$ cat config.mk
export PLATFORM = sky130hd
export DESIGN_NAME = multi_8b
export DESIGN_NICKNAME = d
export VERILOG_FILES = /design/src/rtl/multi_8b.sv
export SDC_FILE = /design/constraint.sdc
export NUM_CORES = 1
export LEC_CHECK = 0
export BUFFER_PORTS_ARGS = -buffer_cell sky130_fd_sc_hd__buf_2
export CAP_MARGIN = 20
export CORE_MARGIN = 2
export CORE_UTILIZATION = 58
export DETAILED_ROUTE_END_ITERATION = 8
export PLACE_DENSITY_LB_ADDON = 0.08
export SETUP_SLACK_MARGIN = 0.4
export SLEW_MARGIN = 15
export SYNTH_ARGS = -nofsm -noshare
export SYNTH_HDL_FRONTEND = slang
export SYNTH_SLANG_ARGS = --single-unit
$ cat constraint.sdc
create_clock -name clk -period 3.5 [get_ports clk]
set_clock_uncertainty 0.1 [all_clocks]
set_input_delay 0.175 -clock clk [delete_from_list [all_inputs] [get_ports clk]]
set_output_delay 0.175 -clock clk [all_outputs]
set_load 0.05 [all_outputs]
$ cat src/rtl/multi_8b.sv
// Sequential 8x8 unsigned shift-add multiplier (IDLE -> CALC -> DONE).
// Optional macro MULTI_8B_EARLY_EXIT_EN: CALC ends as soon as the remaining multiplier is zero.
module multi_8b (
  input  logic        clk,
  input  logic        rst,
  input  logic        start,
  input  logic [7:0]  A,
  input  logic [7:0]  B,
  output logic [15:0] Result,
  output logic        fimOperacao,
  output logic        Z,
  output logic        OV,
  output logic [1:0]  dbg_state_o
);

  // Handshake: start is accepted only at a rising edge while IDLE, and A/B are
  // captured on that edge. fimOperacao is a one-cycle pulse marking Result/Z/OV as
  // freshly updated; start during CALC or DONE is ignored.
  typedef enum logic [1:0] {
    IDLE = 2'd0,
    CALC = 2'd1,
    DONE = 2'd2
  } state_t;

  state_t      state_q;
  logic [15:0] mcand_q;
  logic [7:0]  mplier_q;
  logic [15:0] acc_q;
  logic [2:0]  cnt_q;
  logic [15:0] result_q;
  logic        fim_q;
  logic        z_q;
  logic        ov_q;

  logic [15:0] acc_add_d;
  logic [15:0] acc_d;
  logic        last_d;

  always_comb begin
    acc_add_d = mplier_q[0] ? mcand_q : 16'd0;
    acc_d     = acc_q + acc_add_d;
`ifdef MULTI_8B_EARLY_EXIT_EN
    last_d    = (cnt_q == 3'd7) || (mplier_q[7:1] == 7'd0);
`else
    last_d    = (cnt_q == 3'd7);
`endif
  end

  always_ff @(posedge clk or negedge rst) begin
    if (!rst) begin
      state_q  <= IDLE;
      mcand_q  <= 16'd0;
      mplier_q <= 8'd0;
      acc_q    <= 16'd0;
      cnt_q    <= 3'd0;
      result_q <= 16'd0;
      fim_q    <= 1'b0;
      z_q      <= 1'b1;
      ov_q     <= 1'b0;
    end else begin
      case (state_q)
        IDLE: begin
          fim_q <= 1'b0;
          if (start) begin
            mcand_q  <= {8'd0, A};
            mplier_q <= B;
            acc_q    <= 16'd0;
            cnt_q    <= 3'd0;
            state_q  <= CALC;
          end
        end
        CALC: begin
          acc_q    <= acc_d;
          mcand_q  <= {mcand_q[14:0], 1'b0};
          mplier_q <= {1'b0, mplier_q[7:1]};
          cnt_q    <= cnt_q + 3'd1;
          if (last_d) begin
            // The final partial product is folded in on this same edge.
            result_q <= acc_d;
            z_q      <= (acc_d == 16'd0);
            ov_q     <= (acc_d[15:8] != 8'd0);
            fim_q    <= 1'b1;
            state_q  <= DONE;
          end
        end
        DONE: begin
          fim_q   <= 1'b0;
          state_q <= IDLE;
        end
        default: begin
          fim_q   <= 1'b0;
          state_q <= IDLE;
        end
      endcase
    end
  end

  assign Result      = result_q;
  assign fimOperacao = fim_q;
  assign Z           = z_q;
  assign OV          = ov_q;
  assign dbg_state_o = state_q;

endmodule

==> flow_summary_export.csv <==
group,metric,value,unit
sta,setup_ws,0.554,ns
logic_synthesis,ys_top_cells_by_area,"dfrtp_1 (46%), ha_1 (6.2%), o21ai_0 (5.8%)",
global_routing,top_usage_layer,"met2",
sta,fmax,339,MHz
drt,drtIter0Drc,138,
logic_synthesis,synth_mux_area_share,2.57,%
setup_path,worst-r2r-setup-slack,0.55,ns
setup_path,r2r_cells,10,
logic_synthesis,yosysMostFrequentCell,"dfrtp_1",
drt,ant_nets,0,
setup_path,crit_slowest_cell,"or4_1",
drt,detail_route.first_pass.iterations,4,
setup_path,cpPeakStageDelay,0.50,ns
die,coreArea,0.00585,mm^2
placed_design,hpwl,5.25,mm
global_routing,grt_overflow,0,
setup_path,critPathRequiredTime,3.68,ns
placed_design,portBuffers,39,
logic_synthesis,netlist_instances,348,
drt,drc,0,
die,io_pins,40,
placed_design,pre_cts_ws,0.447,ns
logic_synthesis,synth_fa_ha_area_share,6.74,%
logic_synthesis,yosysSeqAreaShare,46.4,%
sta,fin_tns_setup,0,ns
setup_path,crit_arrival,3.13,ns
die,row_count,28,
finish,nNetsFinal,425,
logic_synthesis,synthSimpleGateAreaFrac,17.6,%
global_routing,grt_pass1_vias,2529,
clocking,cts_num_sinks,64,
logic_synthesis,synth_top_area_cell,"dfrtp_1",
die,die_area,0.00658,mm^2
clocking,htreeDepth,3,
logic_synthesis,synth_top_family_by_area,"compound AO/OA/AOI/OAI gates",
clocking,clkLatencyLatePin,0.35,ns
global_routing,antenna_found_initial,0,
sta,min_period,2.95,ns
global_routing,grt_use_met1,32.9,%
logic_synthesis,synth-main-ff-cell,"dfrtp_1",
finish,insertedDiodeCount,0,
global_routing,grt_usage,24.4,%
global_routing,grt_pass1_wl,12.1,mm
setup_path,cp_cell_sequence,"buf_4, and2_1, ha_1, a21o_1, a21o_1, or4_1, nand4_1, a211oi_2, nor4_2, a32o_1",
logic_synthesis,synth_area,0.00345,mm^2
logic_synthesis,synth-edff-count,0,
drt,routed_wl,7.43,mm
sta,grt_setup_unrepaired,"false",
logic_synthesis,yosysWarnings,0,
sta,setup_viol,0,
clocking,cts_buffer_depth,2,
clocking,cts_tree,"yes",
sta,hold_viol_final,0,
die,die_y,81.1,um
logic_synthesis,synth_top_area_share,45.7,%
finish,drive_gt1_share,20.2,%
die,chipWidth,81.1,um
setup_path,crit_cells,10,
clocking,cts_root_buf,"clkbuf_8",
finish,area_delta_synth_final,14.1,%
setup_path,crit_fanout,9,
power_and_ir_drop,ir_worst_vdd,0.000624,V
setup_path,crit_top_cell,"a21o_1",
worst_hold_path,hp-class,"in -> reg",
power_and_ir_drop,power.density,846,mW/mm^2
setup_path,crit_buf_inv,1,
logic_synthesis,syn-num-nets,385,
logic_synthesis,synth_compound_area_share,21.1,%
die,start_util,59.0,%
sta,slew_viol_final,0,
clocking,path_clk_slew,0.07,ns
sta,relSlewSlack,54.0,%
worst_hold_path,whs_path_depth,3,
sta,period_share,84.2,%
global_routing,grt_max_degree,40,
sta,tightest_slew,0.688,ns
global_routing,grtUsageMet3,5.67,%
run,cap_violations,0,
logic_synthesis,synth_area_per_cell,9.92,um^2
power_and_ir_drop,p_leak,0.00191,uW
logic_synthesis,ys_seq_elements,64,
setup_path,cpLargestDelayFamily,"simple AND/OR/NAND/NOR gates",
setup_path,endpoint_kind,"flip-flop",
setup_path,start_kind,"flip-flop",
setup_path,critPathKind,"reg -> reg",
drt,vias_per_cell,5.86,
clocking,cts_buffers,9,
logic_synthesis,ys_types,50,
logic_synthesis,synth-xor-area-share,2.79,%
drt,num_vias,2729,
logic_synthesis,async_flop_share,100,%
finish,n_fill_cell,474,
placed_design,place_congestion,0.892,
global_routing,grt_use_met2,38.8,%
status,status,"finished clean",
logic_synthesis,synth_commonest_cells,"dfrtp_1 (63), nand2_1 (41), o21ai_0 (40)",
drt,post_drt_wl_per_cell,15.9,um
[registers in the layout, indices dropped and copies added (netlist names)]
name / cells
Result: 16
acc_q: 16
mcand_q: 16
mplier_q: 8
cnt_q: 3
dbg_state_o: 2
OV: 1
Z: 1
fimOperacao: 1
[final timing paths]
| check | startpoint | end |
|---|---|---|
| setup / recovery | mplier_q[0] | Z |
| hold / removal | A[0] | mcand_q[0] |
| setup reg to reg | mplier_q[0] | Z |
| hold reg to reg | Result[2] | Result[2] |
| max in group asynchronous | rst | mplier_q[0] |
| min in group asynchronous | rst | Result[14] |
[through the flow]
step | hold slack [ns] | cells | power (uW) | utilization, % | area (um^2)
after floorplan | -0.221 | 348 | 2290 | - | 3450
after global placement | 0.104 | 447 | 2640 | 63.3 | 3700
after detailed placement | 0.105 | 447 | 2670 | 63.3 | 3700
after CTS | 0.0102 | 462 | 3330 | 66.8 | 3910
after global routing | 0.0198 | 466 | 3560 | 67.3 | 3940
final | 0.0202 | 466 | 3330 | 67.3 | 3940
[logic make-up (layout without fill, tap and decap cells)]
group                    after synthesis  after routing
AO/OA/AOI/OAI                        112            112
XOR/XNOR                              11             11
adder cells (fa/ha/maj)               18             18
buffers and inverters                 25             68
flip-flops                            64             64
multiplexers                           8              8
AND/OR/NAND/NOR                      110            110
[metal layers]
metal,wire (um),part of all wire [%]
met1,3350,45
met2,3660,49
met3,330,4.4
met4,82,1.1
met5,0,0
[final cells by class]
type | instances | area [um^2] | area share, %
clock buffer | 11 | 151 | 3.84
tap | 75 | 93.8 | 2.38
multi-input combinational | 259 | 1760 | 44.6
clock inverter | 3 | 42.5 | 1.08
timing repair buffer | 48 | 265 | 6.74
sequential | 64 | 1600 | 40.7
inverter | 6 | 22.5 | 0.572
[power by group]
part,switching [uW],internal (uW),total (uW)
logic,948,521,1470
registers,199,1020,1220
clock network,284,359,643
total,1430,1900,3330
[tightest hold or removal path, cell delays in order]
cell	delay [ns]
buf_2	0.08
a21oi_1	0.05
o21ai_0	0.13
[cell usage in the layout, fill, tap and decap left out, types with 2 or more instances in the layout]
cell type and n:
a22o_1 17, nand4_1 3, o211a_1 2, buf_4 8, mux2_2 7, a211oi_1 2, nor3_1 5, buf_2 39
or3_1 2, nor2b_1 11, xnor2_1 8, a31oi_1 2, o21ai_0 40, and2_1 15, xor2_1 3, ha_1 17
a22oi_1 6, a21o_1 4, and3b_1 8, a21oi_1 24, o211ai_1 3, clkbuf_8 11, dfrtp_1 62, inv_1 5
and3_1 3, nand3_1 4, nand2_1 41, nor2_1 9
[timing repair]
action | 4_1_cts | 5_1_grt
hold buffers | 1 | 0
gates resized for setup | 0 | 1
hold endpoints to repair | 24 | 0
buffers inserted | 0 | 4
endpoints found under the setup margin | 0 | 2
Note: power is estimated with default switching activity, not from simulation.
